**config.mk**
```make
export PLATFORM = sky130hd
export DESIGN_NAME = uart_tx
export DESIGN_NICKNAME = d
export VERILOG_FILES = /design/src/rtl/uart_tx.sv
export SDC_FILE = /design/constraint.sdc
export NUM_CORES = 1
export LEC_CHECK = 0
export ABC_AREA = 1
export BUFFER_PORTS_ARGS = -buffer_cell sky130_fd_sc_hd__clkbuf_2
export CAP_MARGIN = 20
export CORE_MARGIN = 3
export CORE_UTILIZATION = 55
export CTS_CLUSTER_DIAMETER = 100
export DETAILED_ROUTE_END_ITERATION = 8
export PLACE_DENSITY = 0.84
export SKIP_CTS_REPAIR_TIMING = 1
export SLEW_MARGIN = 15
export SYNTH_ARGS = -nofsm -noshare
export SYNTH_HDL_FRONTEND = slang
export SYNTH_SLANG_ARGS = --single-unit
```
**constraint.sdc**
```tcl
create_clock -name clk_i -period 1.9 [get_ports clk_i]
set_input_delay 0 -clock clk_i [delete_from_list [all_inputs] [get_ports clk_i]]
set_output_delay 0 -clock clk_i [all_outputs]
set_load 0.1 [all_outputs]
```
**src/rtl/uart_tx.sv**
```systemverilog
// UART transmitter that pulls bytes from a show-ahead FIFO and sends 8N1/8E1/8N2/8E2 frames.
// Supports back-to-back frames with no idle gap between them.
module uart_tx #(
    parameter int CLKS_PER_BIT = 868,
    parameter int PARITY_EN    = 0,
    parameter int STOP_BITS    = 1
) (
    input  logic       clk_i,
    input  logic       rst_i,
    input  logic       en_i,
    input  logic [7:0] fifo_rdata_i,
    input  logic       fifo_empty_i,
    output logic       fifo_re_o,
    output logic       tx_o,
    output logic       busy_o,
    output logic       done_o
);

    localparam int CNT_W = (CLKS_PER_BIT > 1) ? $clog2(CLKS_PER_BIT) : 1;
    localparam logic [CNT_W-1:0] CNT_MAX = CNT_W'(CLKS_PER_BIT - 1);

    localparam logic [2:0] S_IDLE   = 3'd0;
    localparam logic [2:0] S_START  = 3'd1;
    localparam logic [2:0] S_DATA   = 3'd2;
    localparam logic [2:0] S_PARITY = 3'd3;
    localparam logic [2:0] S_STOP   = 3'd4;

    logic [2:0]       state;
    logic [CNT_W-1:0] bit_cnt;
    logic [2:0]       bit_idx;
    logic             stop_idx;
    logic [7:0]       shift;
    logic             parity;
    logic             tx_q;

    logic bit_end;
    logic last_stop;
    logic pop;

    assign bit_end   = (bit_cnt == CNT_MAX);
    assign last_stop = (state == S_STOP) && bit_end && ((STOP_BITS == 1) || stop_idx);
    // Pops happen either from idle or on the very last stop cycle, so frames chain with no gap.
    assign pop       = !rst_i && en_i && !fifo_empty_i && ((state == S_IDLE) || last_stop);

    assign fifo_re_o = pop;
    assign done_o    = !rst_i && last_stop;
    assign busy_o    = (state != S_IDLE);
    assign tx_o      = tx_q;

    always_ff @(posedge clk_i or posedge rst_i) begin
        if (rst_i) begin
            state    <= S_IDLE;
            bit_cnt  <= '0;
            bit_idx  <= '0;
            stop_idx <= 1'b0;
            shift    <= '0;
            parity   <= 1'b0;
            tx_q     <= 1'b1;
        end else begin
            if ((state == S_IDLE) || bit_end) begin
                bit_cnt <= '0;
            end else begin
                bit_cnt <= bit_cnt + 1'b1;
            end

            case (state)
                S_IDLE: begin
                    tx_q <= 1'b1;
                    if (pop) begin
                        state  <= S_START;
                        shift  <= fifo_rdata_i;
                        parity <= ^fifo_rdata_i;
                        tx_q   <= 1'b0;
                    end
                end
                S_START: begin
                    if (bit_end) begin
                        state   <= S_DATA;
                        bit_idx <= 3'd0;
                        tx_q    <= shift[0];
                    end
                end
                S_DATA: begin
                    if (bit_end) begin
                        if (bit_idx == 3'd7) begin
                            stop_idx <= 1'b0;
                            if (PARITY_EN != 0) begin
                                state <= S_PARITY;
                                tx_q  <= parity;
                            end else begin
                                state <= S_STOP;
                                tx_q  <= 1'b1;
                            end
                        end else begin
                            bit_idx <= bit_idx + 3'd1;
                            shift   <= {1'b0, shift[7:1]};
                            tx_q    <= shift[1];
                        end
                    end
                end
                S_PARITY: begin
                    if (bit_end) begin
                        state    <= S_STOP;
                        stop_idx <= 1'b0;
                        tx_q     <= 1'b1;
                    end
                end
                S_STOP: begin
                    if (last_stop) begin
                        stop_idx <= 1'b0;
                        if (pop) begin
                            state  <= S_START;
                            shift  <= fifo_rdata_i;
                            parity <= ^fifo_rdata_i;
                            tx_q   <= 1'b0;
                        end else begin
                            state <= S_IDLE;
                            tx_q  <= 1'b1;
                        end
                    end else if (bit_end) begin
                        stop_idx <= 1'b1;
                    end
                end
                default: begin
                    state <= S_IDLE;
                    tx_q  <= 1'b1;
                end
            endcase
        end
    end

endmodule

```
==> flow_summary.ini <==
[status]
status = complete, but fails checks
violations = hold timing

[sta]
min_period_ns = 1.77
maxSlewViolCount = 0
holdWs_ns = -0.0127
skew_ns = 0.0104
timing.setup.tns_ns = 0
fmax_ghz = 0.567
setup_viol = 0
slew_headroom_pct = 64.2
finalHoldViolations = 4
rsz0062_at_grt = no
finalCritPeriodShare_pct = 92.9
worst_pin_slew_ns = 0.539

[setup_path]
cpMaxStageDelayCell = dfrtp_1
required_ns = 1.90
crit_type = reg -> out
reg2reg_depth = 8
crit_path_frequent_cell = inv_2
arrival_ns = 1.77
path_cells = nor2_4, inv_2, nor2_2, nand3_1, nand2_1, nand2_2, inv_2, buf_12
end_kind = primary output
critPathMaxFanout = 5
worst_setup_path_start_kind = flip-flop
crit_path_max_incr_delay_ns = 0.50

[yosys]
synth_fp_nets = 193
yosys_warnings = 0
synth-seq-cells = 25
yosysSeqAreaShare_pct = 45.9
synth_cell_type_count = 27
synthCells = 178
syn_area_sq_um = 1370
post_synth.cell_area_avg_sq_um = 7.68

[layout]
fillers = 176
final_nets = 218
layout-drive-gt1-share_pct = 20.3
layout.cells.non_filler = 230
synthToLayoutAreaGrowth_pct = 16.4
regArea_sq_um = 627
multi_input_area_sq_um = 684
diodes = 0

[clock_tree]
cts_buffers = 3
cts_buffer_depth = 2
cts_max_level = 1
clock_sinks = 25
clk_pin_slew_worst_paths_ns = 0.14
cts_tree = yes
clock_latency_ns = 0.32
clock-root-buffer = clkbuf_4

[route]
detail_route.wirelength_um = 2940
avgRoutedWirePerCell_um = 12.8
avgViaCountPerCell = 5.52
drc = 0
ant_nets = 0
routed-via-count = 1270
first_pass_iters = 5
drtIter0Drc = 45

[grt]
grt_max_degree = 17
antenna_found_initial = 0
grt_overflow_total = 0
grt_usage_pct = 19.4
grt_pass1_wl_um = 4910
grt_pass1_vias = 1147

[floorplanning]
core_sq_um = 2280
die_height_um = 55.8
start_util_pct = 60.0
ios = 16
die_area_sq_um = 3120
fp-row-count = 17
die_x_um = 55.8

[run]
drv_cap = 0

[hold_path]
hp-class = in -> reg
min_path_cells = 5

[place]
io_buffer_count = 15
dp.cells = 222
gp_congestion = 0.907
hpwl_um = 2110

[power]
powerDensity_nw_per_um2 = 509
p_leak_nw = 0.883
ir_worst_vdd_uv = 454
## stage by stage
step | hold WS [ns] | utilization (%) | worst slack [ns] | total power [W] | instance area [sq um]
final | -0.0127 | 69.9 | 0.135 | 0.000809 | 1590
after global routing | 0.0107 | 69.9 | 0.0188 | 0.000841 | 1590
after CTS | -0.345 | 67.3 | 0.0776 | 0.000809 | 1530
after detailed placement | 0.00947 | 66.2 | 0.0969 | 0.000576 | 1510
after global placement | -0.00613 | 66.2 | 0.185 | 0.000574 | 1510
after floorplan | 0.0266 | - | 0.0850 | 0.000558 | 1370
## worst max-delay path, delay by kind of cell (launching register included)
kind	cells	cell delay, ns
simple gates	5	0.61
flops	1	0.50
buf+inv	3	0.32
## cell type report
class | instances | area share (%)
timing repair buffer | 21 | 9.76
clock buffer | 4 | 1.65
multi-input combinational | 136 | 43.0
tap | 28 | 2.20
inverter | 16 | 3.93
sequential | 25 | 39.4
## power by group
group	internal [W]	switching [W]	leakage [nW]	total [W]
Sequential	0.000532	0	0.326	0.000532
Combinational	0.0000158	0.0000204	0.542	0.0000362
Clock	0.0000823	0.000159	0.0150	0.000241
Total	0.000630	0.000179	0.883	0.000809
## final timing paths
| kind | slack [ns] | to | from |
|---|---|---|---|
| worst max-delay path | 0.13 | fifo_re_o | state[0] |
| worst min register to register | 0.48 | bit_cnt[0] | bit_cnt[0] |
| max in group asynchronous | 1.11 | tx_o | rst_i |
| worst min-delay path | -0.01 | shift[7] | fifo_rdata_i[7] |
| min in group asynchronous | 0.20 | bit_cnt[8] | rst_i |
| worst max register to register | 0.15 | shift[7] | bit_cnt[0] |
## sequential cells by signal, indices dropped and copies added (netlist names)
register,cells
bit_idx,3
shift,8
state,3
bit_cnt,10
tx_o,1
## logic make-up after synthesis
kind of cell,share of synthesized area (%)
AO/OA/AOI/OAI,6.32
AND/OR/NAND/NOR,40.1
flip-flops,45.9
adder cells (fa/ha/maj),2.75
buffers and inverters,4.94
## synthesized netlist by cell type
cell type / instances / area share (%)
a21oi_1: 7 / 2.6
a21oi_4: 1 / 1.2
and2_1: 1 / 0.46
buf_2: 1 / 0.37
dfrtp_1: 24 / 44
dfstp_2: 1 / 1.9
ha_1: 3 / 2.7
inv_1: 12 / 3.3
inv_2: 3 / 0.82
inv_4: 1 / 0.46
nand2_1: 64 / 18
nand2_2: 4 / 1.8
nand2_4: 1 / 0.82
nand3_1: 15 / 5.5
nand4_1: 1 / 0.46
nand4_2: 1 / 0.92
nor2_1: 15 / 4.1
nor2_2: 3 / 1.4
nor2_4: 1 / 0.82
nor2_8: 1 / 1.5
nor3_1: 9 / 3.3
nor3b_1: 1 / 0.55
nor4_1: 2 / 0.92
o211ai_1: 1 / 0.55
o21a_1: 1 / 0.55
o21ai_0: 1 / 0.37
o21ai_1: 3 / 1.1
## layout by cell type (no fill, tap or decap), types with 3 or more instances in the layout
master    Yosys  routed
buf_4         0       4
dfrtp_1      24      24
o21ai_1       3       3
nand2_2       4       4
clkbuf_4      0       3
nand3_1      15      15
nor2_1       15      14
clkbuf_2      0      13
nand2_1      64      64
nor3_1        9       8
ha_1          3       3
inv_2         3       3
nor2_2        3       3
a21oi_1       7       7
inv_1        12      12
## routing by layer
layer	part of all wire, %	global-route usage [%]
met2	49	30.4
met1	44	26.8
met3	6.0	4.18
met4	1.1	6.10
met5	0	0
No activity file was read; power rests on OpenSTA's default activity.
